`config.mk`:
```
export PLATFORM = sky130hd
export DESIGN_NAME = vadd_float_control_s_axi_flat
export DESIGN_NICKNAME = d
export VERILOG_FILES = /design/src/rtl/vadd_float_control_s_axi_pkg.sv /design/src/rtl/vadd_float_control_s_axi_if.sv /design/src/rtl/vadd_float_control_s_axi.sv /design/src/flat_wrapper.sv
export SDC_FILE = /design/constraint.sdc
export NUM_CORES = 1
export LEC_CHECK = 0
export CAP_MARGIN = 20
export CORE_AREA = 2 2 122 124
export DETAILED_ROUTE_END_ITERATION = 16
export DIE_AREA = 0 0 124 126
export GPL_TIMING_DRIVEN = 0
export HOLD_SLACK_MARGIN = 0.06
export PLACE_DENSITY_LB_ADDON = 0.05
export SLEW_MARGIN = 15
export SYNTH_ARGS = -nofsm -noshare
export SYNTH_HDL_FRONTEND = slang
export SYNTH_SLANG_ARGS = --single-unit
```
`constraint.sdc`:
```
create_clock -name ap_clk -period 3.6 [get_ports ap_clk]
set_input_delay 0.72 -clock ap_clk [delete_from_list [all_inputs] [get_ports ap_clk]]
set_output_delay 0.72 -clock ap_clk [all_outputs]
set_load 0.02 [all_outputs]
```
`src/rtl/vadd_float_control_s_axi_pkg.sv`:
```
// Shared register offsets, CTRL bit positions and bus FSM state types for the
// vadd_float AXI4-Lite control slave.
package vadd_float_ctrl_pkg;

  localparam logic [7:0] ADDR_CTRL     = 8'h00;
  localparam logic [7:0] ADDR_GIE      = 8'h04;
  localparam logic [7:0] ADDR_IER      = 8'h08;
  localparam logic [7:0] ADDR_ISR      = 8'h0C;
  localparam logic [7:0] ADDR_SCALAR00 = 8'h10;
  localparam logic [7:0] ADDR_PTR0_LO  = 8'h18;
  localparam logic [7:0] ADDR_PTR0_HI  = 8'h1C;

  localparam int CTRL_AP_START     = 0;
  localparam int CTRL_AP_DONE      = 1;
  localparam int CTRL_AP_IDLE      = 2;
  localparam int CTRL_AP_READY     = 3;
  localparam int CTRL_AUTO_RESTART = 7;

  typedef enum logic [1:0] {
    WRIDLE = 2'd0,
    WRDATA = 2'd1,
    WRRESP = 2'd2
  } wr_state_t;

  typedef enum logic {
    RDIDLE = 1'b0,
    RDDATA = 1'b1
  } rd_state_t;

  // Expands the four byte strobes into a 32-bit bit mask.
  function automatic logic [31:0] strb_to_mask(input logic [3:0] strb);
    return {{8{strb[3]}}, {8{strb[2]}}, {8{strb[1]}}, {8{strb[0]}}};
  endfunction

endpackage

```
`src/rtl/vadd_float_control_s_axi_if.sv`:
```
// AXI4-Lite control bus between the host (master) and the vadd_float control
// register file (slave).
interface vadd_float_control_s_axi_if #(
  parameter int C_S_AXI_ADDR_WIDTH = 12
);

  logic                          awvalid;
  logic                          awready;
  logic [C_S_AXI_ADDR_WIDTH-1:0] awaddr;
  logic                          wvalid;
  logic                          wready;
  logic [31:0]                   wdata;
  logic [3:0]                    wstrb;
  logic                          bvalid;
  logic                          bready;
  logic [1:0]                    bresp;
  logic                          arvalid;
  logic                          arready;
  logic [C_S_AXI_ADDR_WIDTH-1:0] araddr;
  logic                          rvalid;
  logic                          rready;
  logic [31:0]                   rdata;
  logic [1:0]                    rresp;

  modport slave (
    input  awvalid, awaddr, wvalid, wdata, wstrb, bready, arvalid, araddr, rready,
    output awready, wready, bvalid, bresp, arready, rvalid, rdata, rresp
  );

  modport master (
    output awvalid, awaddr, wvalid, wdata, wstrb, bready, arvalid, araddr, rready,
    input  awready, wready, bvalid, bresp, arready, rvalid, rdata, rresp
  );

endinterface

```
`src/rtl/vadd_float_control_s_axi.sv`:
```
// AXI4-Lite register file driving the vadd_float kernel's ap_ctrl_hs handshake,
// its scalar/pointer arguments and a level interrupt back to the host.
module vadd_float_control_s_axi
  import vadd_float_ctrl_pkg::*;
#(
  parameter int C_S_AXI_ADDR_WIDTH = 12,
  parameter int C_S_AXI_DATA_WIDTH = 32
) (
  input  logic                       ap_clk,
  input  logic                       areset,
  vadd_float_control_s_axi_if.slave  s_axi_control,
  output logic                       interrupt,
  output logic                       ap_start,
  input  logic                       ap_done,
  input  logic                       ap_idle,
  input  logic                       ap_ready,
  output logic [31:0]                scalar00,
  output logic [63:0]                axi00_ptr0
);

  wr_state_t                     wstate;
  rd_state_t                     rstate;
  logic [7:0]                    waddr;
  logic                          aw_hs;
  logic                          w_hs;
  logic                          ar_hs;
  logic                          r_hs;
  logic [C_S_AXI_DATA_WIDTH-1:0] rdata_q;
  logic [31:0]                   rdata_next;
  logic                          rd_ctrl_q;
  logic                          auto_restart;
  logic                          done_status;
  logic                          gie;
  logic [1:0]                    ier;
  logic [1:0]                    isr;
  logic [31:0]                   wmask;
  logic                          wr_ctrl;
  logic                          wr_gie;
  logic                          wr_ier;
  logic                          wr_isr;
  logic                          wr_scalar;
  logic                          wr_ptr_lo;
  logic                          wr_ptr_hi;
  logic [2*C_S_AXI_ADDR_WIDTH-1:0] unused_addr_bits;

  // Only addr[7:0] is decoded; the upper address bits alias onto the map.
  assign unused_addr_bits = {s_axi_control.awaddr, s_axi_control.araddr};

  assign s_axi_control.awready = (wstate == WRIDLE);
  assign s_axi_control.wready  = (wstate == WRDATA);
  assign s_axi_control.bvalid  = (wstate == WRRESP);
  assign s_axi_control.bresp   = 2'b00;
  assign s_axi_control.arready = (rstate == RDIDLE);
  assign s_axi_control.rvalid  = (rstate == RDDATA);
  assign s_axi_control.rdata   = rdata_q;
  assign s_axi_control.rresp   = 2'b00;

  assign aw_hs = s_axi_control.awvalid & s_axi_control.awready;
  assign w_hs  = s_axi_control.wvalid  & s_axi_control.wready;
  assign ar_hs = s_axi_control.arvalid & s_axi_control.arready;
  assign r_hs  = s_axi_control.rvalid  & s_axi_control.rready;

  assign wmask     = strb_to_mask(s_axi_control.wstrb);
  assign wr_ctrl   = w_hs && (waddr == ADDR_CTRL) && s_axi_control.wstrb[0];
  assign wr_gie    = w_hs && (waddr == ADDR_GIE)  && s_axi_control.wstrb[0];
  assign wr_ier    = w_hs && (waddr == ADDR_IER)  && s_axi_control.wstrb[0];
  assign wr_isr    = w_hs && (waddr == ADDR_ISR)  && s_axi_control.wstrb[0];
  assign wr_scalar = w_hs && (waddr == ADDR_SCALAR00);
  assign wr_ptr_lo = w_hs && (waddr == ADDR_PTR0_LO);
  assign wr_ptr_hi = w_hs && (waddr == ADDR_PTR0_HI);

  // Write channel: one transaction at a time, W is only accepted after AW.
  always_ff @(posedge ap_clk) begin
    if (areset) begin
      wstate <= WRIDLE;
      waddr  <= 8'h00;
    end else begin
      case (wstate)
        WRIDLE: if (s_axi_control.awvalid) wstate <= WRDATA;
        WRDATA: if (s_axi_control.wvalid)  wstate <= WRRESP;
        WRRESP: if (s_axi_control.bready)  wstate <= WRIDLE;
        default: wstate <= WRIDLE;
      endcase
      if (aw_hs) waddr <= s_axi_control.awaddr[7:0];
    end
  end

  always_comb begin
    rdata_next = 32'h0;
    case (s_axi_control.araddr[7:0])
      ADDR_CTRL: begin
        rdata_next[CTRL_AP_START]     = ap_start;
        rdata_next[CTRL_AP_DONE]      = done_status;
        rdata_next[CTRL_AP_IDLE]      = ap_idle;
        rdata_next[CTRL_AP_READY]     = ap_ready;
        rdata_next[CTRL_AUTO_RESTART] = auto_restart;
      end
      ADDR_GIE:      rdata_next[0]   = gie;
      ADDR_IER:      rdata_next[1:0] = ier;
      ADDR_ISR:      rdata_next[1:0] = isr;
      ADDR_SCALAR00: rdata_next      = scalar00;
      ADDR_PTR0_LO:  rdata_next      = axi00_ptr0[31:0];
      ADDR_PTR0_HI:  rdata_next      = axi00_ptr0[63:32];
      default:       rdata_next      = 32'h0;
    endcase
  end

  // Read channel: data is captured at AR time so a concurrent write is not seen.
  always_ff @(posedge ap_clk) begin
    if (areset) begin
      rstate    <= RDIDLE;
      rdata_q   <= '0;
      rd_ctrl_q <= 1'b0;
    end else begin
      case (rstate)
        RDIDLE: if (ar_hs) begin
          rstate    <= RDDATA;
          rdata_q   <= rdata_next;
          rd_ctrl_q <= (s_axi_control.araddr[7:0] == ADDR_CTRL);
        end
        RDDATA: if (s_axi_control.rready) rstate <= RDIDLE;
        default: rstate <= RDIDLE;
      endcase
    end
  end

  // ap_ctrl_hs bookkeeping; hardware events take priority over host clears.
  always_ff @(posedge ap_clk) begin
    if (areset) begin
      ap_start     <= 1'b0;
      auto_restart <= 1'b0;
      done_status  <= 1'b0;
      gie          <= 1'b0;
      ier          <= 2'b00;
      isr          <= 2'b00;
      interrupt    <= 1'b0;
    end else begin
      if (wr_ctrl && s_axi_control.wdata[CTRL_AP_START])
        ap_start <= 1'b1;
      else if (ap_ready && !auto_restart)
        ap_start <= 1'b0;

      if (wr_ctrl) auto_restart <= s_axi_control.wdata[CTRL_AUTO_RESTART];

      if (ap_done)
        done_status <= 1'b1;
      else if (r_hs && rd_ctrl_q)
        done_status <= 1'b0;

      if (wr_gie) gie <= s_axi_control.wdata[0];
      if (wr_ier) ier <= s_axi_control.wdata[1:0];

      if (ap_done && ier[0])
        isr[0] <= 1'b1;
      else if (wr_isr && s_axi_control.wdata[0])
        isr[0] <= ~isr[0];

      if (ap_ready && ier[1])
        isr[1] <= 1'b1;
      else if (wr_isr && s_axi_control.wdata[1])
        isr[1] <= ~isr[1];

      interrupt <= gie & (|isr);
    end
  end

  always_ff @(posedge ap_clk) begin
    if (areset) begin
      scalar00   <= 32'h0;
      axi00_ptr0 <= 64'h0;
    end else begin
      if (wr_scalar)
        scalar00 <= (scalar00 & ~wmask) | (s_axi_control.wdata & wmask);
      if (wr_ptr_lo)
        axi00_ptr0[31:0] <= (axi00_ptr0[31:0] & ~wmask) | (s_axi_control.wdata & wmask);
      if (wr_ptr_hi)
        axi00_ptr0[63:32] <= (axi00_ptr0[63:32] & ~wmask) | (s_axi_control.wdata & wmask);
    end
  end

endmodule

```
`src/flat_wrapper.sv`:
```
// flat-port wrapper written by rule: the top's interface ports become plain ports
module vadd_float_control_s_axi_flat import vadd_float_ctrl_pkg::*;
#(
  parameter int C_S_AXI_ADDR_WIDTH = 12,
  parameter int C_S_AXI_DATA_WIDTH = 32
)
  (ap_clk, areset, interrupt, ap_start, ap_done, ap_idle, ap_ready, scalar00, axi00_ptr0, s_axi_control_awvalid, s_axi_control_awaddr, s_axi_control_wvalid, s_axi_control_wdata, s_axi_control_wstrb, s_axi_control_bready, s_axi_control_arvalid, s_axi_control_araddr, s_axi_control_rready, s_axi_control_awready, s_axi_control_wready, s_axi_control_bvalid, s_axi_control_bresp, s_axi_control_arready, s_axi_control_rvalid, s_axi_control_rdata, s_axi_control_rresp);
  vadd_float_control_s_axi_if #(.C_S_AXI_ADDR_WIDTH(C_S_AXI_ADDR_WIDTH)) s_axi_control_i ();
  input  logic ap_clk;
  input  logic areset;
  output logic interrupt;
  output logic ap_start;
  input  logic ap_done;
  input  logic ap_idle;
  input  logic ap_ready;
  output logic [31:0] scalar00;
  output logic [63:0] axi00_ptr0;
  input wire logic [$bits(s_axi_control_i.awvalid)-1:0] s_axi_control_awvalid;
  input wire logic [$bits(s_axi_control_i.awaddr)-1:0] s_axi_control_awaddr;
  input wire logic [$bits(s_axi_control_i.wvalid)-1:0] s_axi_control_wvalid;
  input wire logic [$bits(s_axi_control_i.wdata)-1:0] s_axi_control_wdata;
  input wire logic [$bits(s_axi_control_i.wstrb)-1:0] s_axi_control_wstrb;
  input wire logic [$bits(s_axi_control_i.bready)-1:0] s_axi_control_bready;
  input wire logic [$bits(s_axi_control_i.arvalid)-1:0] s_axi_control_arvalid;
  input wire logic [$bits(s_axi_control_i.araddr)-1:0] s_axi_control_araddr;
  input wire logic [$bits(s_axi_control_i.rready)-1:0] s_axi_control_rready;
  output wire logic [$bits(s_axi_control_i.awready)-1:0] s_axi_control_awready;
  output wire logic [$bits(s_axi_control_i.wready)-1:0] s_axi_control_wready;
  output wire logic [$bits(s_axi_control_i.bvalid)-1:0] s_axi_control_bvalid;
  output wire logic [$bits(s_axi_control_i.bresp)-1:0] s_axi_control_bresp;
  output wire logic [$bits(s_axi_control_i.arready)-1:0] s_axi_control_arready;
  output wire logic [$bits(s_axi_control_i.rvalid)-1:0] s_axi_control_rvalid;
  output wire logic [$bits(s_axi_control_i.rdata)-1:0] s_axi_control_rdata;
  output wire logic [$bits(s_axi_control_i.rresp)-1:0] s_axi_control_rresp;
  assign s_axi_control_i.awvalid = s_axi_control_awvalid;
  assign s_axi_control_i.awaddr = s_axi_control_awaddr;
  assign s_axi_control_i.wvalid = s_axi_control_wvalid;
  assign s_axi_control_i.wdata = s_axi_control_wdata;
  assign s_axi_control_i.wstrb = s_axi_control_wstrb;
  assign s_axi_control_i.bready = s_axi_control_bready;
  assign s_axi_control_i.arvalid = s_axi_control_arvalid;
  assign s_axi_control_i.araddr = s_axi_control_araddr;
  assign s_axi_control_i.rready = s_axi_control_rready;
  assign s_axi_control_awready = s_axi_control_i.awready;
  assign s_axi_control_wready = s_axi_control_i.wready;
  assign s_axi_control_bvalid = s_axi_control_i.bvalid;
  assign s_axi_control_bresp = s_axi_control_i.bresp;
  assign s_axi_control_arready = s_axi_control_i.arready;
  assign s_axi_control_rvalid = s_axi_control_i.rvalid;
  assign s_axi_control_rdata = s_axi_control_i.rdata;
  assign s_axi_control_rresp = s_axi_control_i.rresp;
  vadd_float_control_s_axi #(.C_S_AXI_ADDR_WIDTH(C_S_AXI_ADDR_WIDTH), .C_S_AXI_DATA_WIDTH(C_S_AXI_DATA_WIDTH)) u_core (.ap_clk(ap_clk), .areset(areset), .s_axi_control(s_axi_control_i), .interrupt(interrupt), .ap_start(ap_start), .ap_done(ap_done), .ap_idle(ap_idle), .ap_ready(ap_ready), .scalar00(scalar00), .axi00_ptr0(axi00_ptr0));
endmodule
```
* Word level (Yosys, flattened, before mapping)
Index checks and enable logic that the tools add are counted.
** Storage, ports and cells
- Bits in registers :: 149
- Output and inout port bits :: 139
- Logic and storage cells :: 99
- Input port bits :: 70
** Cells by class
- Reduce and logical (&&, ||, !) cells :: 29
- Equality and inequality tests :: 17
- Bitwise gates (word level) :: 16
- Mux-type cells :: 21
** Operators with widths (number)
- bitwise AND 32 bit :: 4
- bitwise OR 32 bit :: 3
- one-hot mux 24 bit (3 select lines) :: 1
- == test 8 x 5 -> 1 bit, second input constant :: 6
- == test 8 x 4 -> 1 bit, second input constant :: 4
- inverter 32 bit :: 1
- logical AND 1 bit :: 18
- == test 8 x 3 -> 1 bit, second input constant :: 2
- logical NOT 8 bit :: 2
- 2-to-1 mux 1 bit :: 10
- one-hot mux 3 bit (3 select lines) :: 1
- one-hot mux 2 bit (4 select lines) :: 1
- nonzero test 2 bit :: 4
- one-hot mux 1 bit (7 select lines) :: 1
- 2-to-1 mux 2 bit :: 3
- != test 2 bit, second input constant :: 3
- one-hot mux 1 bit (6 select lines) :: 1
- one-hot mux 2 bit (3 select lines) :: 1
- bitwise AND 1 bit :: 5
- one-hot mux 1 bit (4 select lines) :: 1
- inverter 1 bit :: 3
- AND reduction 3 bit :: 1
- == test 2 x 1 -> 1 bit, second input constant :: 1
- == test 2 bit, second input constant :: 1
- other kinds (5) :: 5

* Logic depth before layout (Yosys ltp)
- Depth after elaboration :: 7
- Mapped depth :: 6
- Gate-level depth less buffers :: 4

* Least setup slack after synthesis
No wires, ideal clock.
- Path type :: input port to flip-flop
- Start point :: input s_axi_control_araddr[0]
- End point :: register u_core.rdata_q[22] (netlist: u_core.s_axi_control.rdata[22])
- Path slack :: 1.732 ns
- Arrival time :: 1.793 ns
- Buffers on the path :: 1
- Required time :: 3.526 ns
- Stages :: 5
- Cell sequence :: or4_4 > nor2_4 > nand3_4 > buf_6 > o21ai_0
** On the way
- Longest elaborated chain between the ends :: 2
- Elaborated cells on any way between the ends :: 4
- Those cells by class :: 3 x eq/ne; 1 x mux
** RTL lines
- start, declared :: line flat_wrapper.sv:25 : input wire logic [$bits(s_axi_control_i.araddr)-1:0] s_axi_control_araddr;
- == test 8 x 5 -> 1 bit :: line vadd_float_control_s_axi.sv:90 : case (s_axi_control.araddr[7:0])
- one-hot mux 24 bit (3 select lines) (*) :: line vadd_float_control_s_axi.sv:90
- end signal, assigned :: line vadd_float_control_s_axi.sv:118 : rdata_q <= rdata_next;
- end, declared :: line vadd_float_control_s_axi.sv:28 : logic [C_S_AXI_DATA_WIDTH-1:0] rdata_q;
Mark *: on every way between the ends. The rest lies on a longest branch, timed or not.
A chain may end at the register's enable or synchronous reset.

* Worst setup path in the final report
- Start point :: register u_core.wstate[1]
- End point :: output s_axi_control_bvalid
** On the way
- Longest elaborated chain between the ends :: 1
** RTL lines
- start, declared :: line vadd_float_control_s_axi.sv:21 : wr_state_t wstate;
- start signal, assigned :: line vadd_float_control_s_axi.sv:75 : wstate <= WRIDLE;
- start signal, assigned :: line vadd_float_control_s_axi.sv:79 : WRIDLE: if (s_axi_control.awvalid) wstate <= WRDATA;
- start signal, assigned :: line vadd_float_control_s_axi.sv:80 : WRDATA: if (s_axi_control.wvalid) wstate <= WRRESP;
- == test 2 bit :: line vadd_float_control_s_axi.sv:51 : assign s_axi_control.bvalid = (wstate == WRRESP);
- end, declared :: line flat_wrapper.sv:29 : output wire logic [$bits(s_axi_control_i.bvalid)-1:0] s_axi_control_bvalid;
No other way between the ends.

==> results.py <==
metrics = {
    "clock_network": {
        "cts_buffers": 17,
        "clock-root-buffer": "clkbuf_16",
        "cts_resized": 0,
        "post_cts_buffers": 0,
        "cts_tree": "yes",
        "clk_path_buf_depth": 2,
        "clk_latency_ns": 0.42,
        "clk_pin_slew_ns": 0.06,
        "h-tree-depth": 4,
        "hold_buffers": 0,
        "clock-sinks": 149,
    },
    "yosys": {
        "synthAdderAreaFrac": 0,
        "synthMuxAreaShare": 0.211,
        "synthDistinctLibCells": 41,
        "synthTopCellsByCount": "dfxtp_1 (149), nor2_1 (130), mux2i_1 (129)",
        "avgSynthCellArea_sq_um": 9.50,
        "ys.flop_type": "dfxtp_1",
        "async_flop_share": 0,
        "synth.most_common_cell": "dfxtp_1",
        "synth_compound_area_frac": 0.0829,
        "syn_inst": 661,
        "synthXorXnorAreaFrac": 0,
        "synth_top_family_by_area": "multiplexers",
        "synth_area_leaders": "dfxtp_1 (48%), mux2i_1 (21%), nor2_1 (7.8%)",
        "yosys.area.top_type": "dfxtp_1",
        "synth_seq_cells": 149,
        "synth_edf_count": 0,
        "seq_area_frac_synth": 0.475,
        "synth_top_area_frac": 0.475,
        "synth_simple_gate_area_frac": 0.189,
        "yosysWarnings": 0,
        "mappedNetlistArea_sq_um": 6280,
    },
    "timing": {
        "hold_viol_final": 0,
        "fmax_mhz": 424,
        "finClkSkew_ns": 0.00688,
        "worst_slew_pin_slew_ns": 0.792,
        "hold_ws_ns": 0.448,
        "slew_viol_final": 0,
        "period_share": 0.655,
        "rsz0062_at_grt": "false",
        "relSlewSlack": 0.472,
        "setup_violations": 0,
        "fin_crit_ns": 2.36,
        "tns_ns": 0,
    },
    "power_and_ir_drop": {
        "p_leak_uw": 0.00370,
        "p_total_uw": 3890,
        "ir_worst_vdd_mv": 0.283,
        "power_density_nw_per_um2": 426,
    },
    "grt": {
        "grt_overflow": 0,
        "grt_pass1_wl_mm": 29.1,
        "antenna_found_initial": 0,
        "grt_pass1_vias": 5416,
        "globalRouteTotalUtil": 0.244,
        "grt_max_degree": 17,
    },
    "cells_and_area": {
        "layout.cells.non_filler": 1075,
        "nets": 948,
        "fillCellCount": 1218,
        "final_area_sq_um": 9130,
        "drive_gt1_frac": 0.0774,
        "antenna_cells": 0,
        "areaGrowthSynthToFinish_pct": 45.4,
    },
    "floorplanning": {
        "core_sq_um": 14300,
        "die_area_sq_um": 15600,
        "start_util": 0.439,
        "pin_count": 209,
        "die_y_um": 126,
        "die_x_um": 124,
        "num_rows": 44,
    },
    "critical_path": {
        "crit_arrival_ns": 1.64,
        "endpoint_kind": "output port",
        "reg2reg_depth": 5,
        "crit_path_start_kind": "flop",
        "crit_type": "reg -> out",
        "crit_fanout": 4,
        "crit_required_ns": 2.88,
        "regToRegSetupSlack_ns": 1.72,
    },
    "route": {
        "wire_per_inst_um": 17.6,
        "wirelength_mm": 18.9,
        "via_per_inst": 5.18,
        "vias": 5572,
        "ant_nets": 0,
        "drc": 0,
        "dr.first_iter.drc_count": 308,
        "drt_pass1_iterations": 4,
    },
    "status": {
        "outcome": "completed",
    },
    "place": {
        "hpwlAfterDp_mm": 13.8,
        "io_buffers": 195,
        "dp.cells": 1043,
        "gp_routability_congestion": 0.835,
        "dpl-instance-area_sq_um": 8470,
    },
    "job": {
        "max_cap_viol_count": 0,
    },
    "hold_path": {
        "hold_path_class": "reg -> reg",
        "holdPathStages": 2,
    },
}
-- layer usage --
layer,vias to the layer above,part of all wire,track usage
li1,2713,-,-
met1,2643,0.44,0.320
met2,194,0.48,0.398
met3,22,0.065,0.0525
met4,0,0.014,0.0806
met5,-,0,0
-- cell families after synthesis --
group           count (synthesis)
buf+inv                        46
compound gates                 95
flops                         149
other cells                     1
simple gates                  239
mux                           131
-- through the flow --
step | utilization | setup slack [ns]
6_report | 0.638 | 1.24
5_1_grt | 0.638 | 1.10
4_1_cts | 0.638 | 1.23
3_5_place_dp | 0.592 | 0.808
3_3_place_gp | 0.592 | 0.819
2_1_floorplan | - | 1.73
-- critical path, stage by stage (launching register included) --
cell and delay (ns):
dfxtp_1 0.41, nor2b_1 0.19, clkdlybuf4s50_1 0.62
-- area by class of cell --
| cell class | count | area, sq um | share of cell area |
|---|---|---|---|
| Tap cell | 184 | 230 | 0.0252 |
| Clock inverter | 13 | 204 | 0.0223 |
| Inverter | 4 | 15.0 | 0.00164 |
| Timing Repair Buffer | 195 | 1950 | 0.214 |
| Clock buffer | 19 | 453 | 0.0496 |
| Sequential cell | 149 | 2980 | 0.327 |
| Multi-Input combinational cell | 469 | 3050 | 0.334 |
| Buffer | 42 | 244 | 0.0267 |
-- worst paths after layout --
check,startpoint,to
setup / recovery,u_core.wstate[1]$_SDFFE_PP0P_,s_axi_control_bvalid
hold / removal,u_core.s_axi_control.rdata[15]$_SDFFE_PP0P_,u_core.s_axi_control.rdata[15]$_SDFFE_PP0P_
setup reg to reg,u_core.wstate[1]$_SDFFE_PP0P_,flop
hold reg to reg,u_core.s_axi_control.rdata[15]$_SDFFE_PP0P_,u_core.s_axi_control.rdata[15]$_SDFFE_PP0P_
-- cells in the final DEF (no fill, tap or decap), types with 8 or more instances in the layout --
cell type,Yosys,routed
nor2_1,130,130
o21ai_1,14,14
buf_6,8,8
o21ai_0,23,23
a21oi_1,43,43
nand2_1,59,59
clkbuf_1,20,20
clkbuf_16,0,17
clkdlybuf4s50_1,0,195
mux2i_1,129,129
dfxtp_1,149,149
-- power breakdown --
part | total (uW) | internal [uW] | switching [uW] | leakage (uW)
Sequential | 1670 | 1660 | 10.8 | 0.00120
Clock | 1950 | 1260 | 685 | 0.000311
Combinational | 271 | 114 | 157 | 0.00219
No activity file was read; power rests on OpenSTA's default activity.
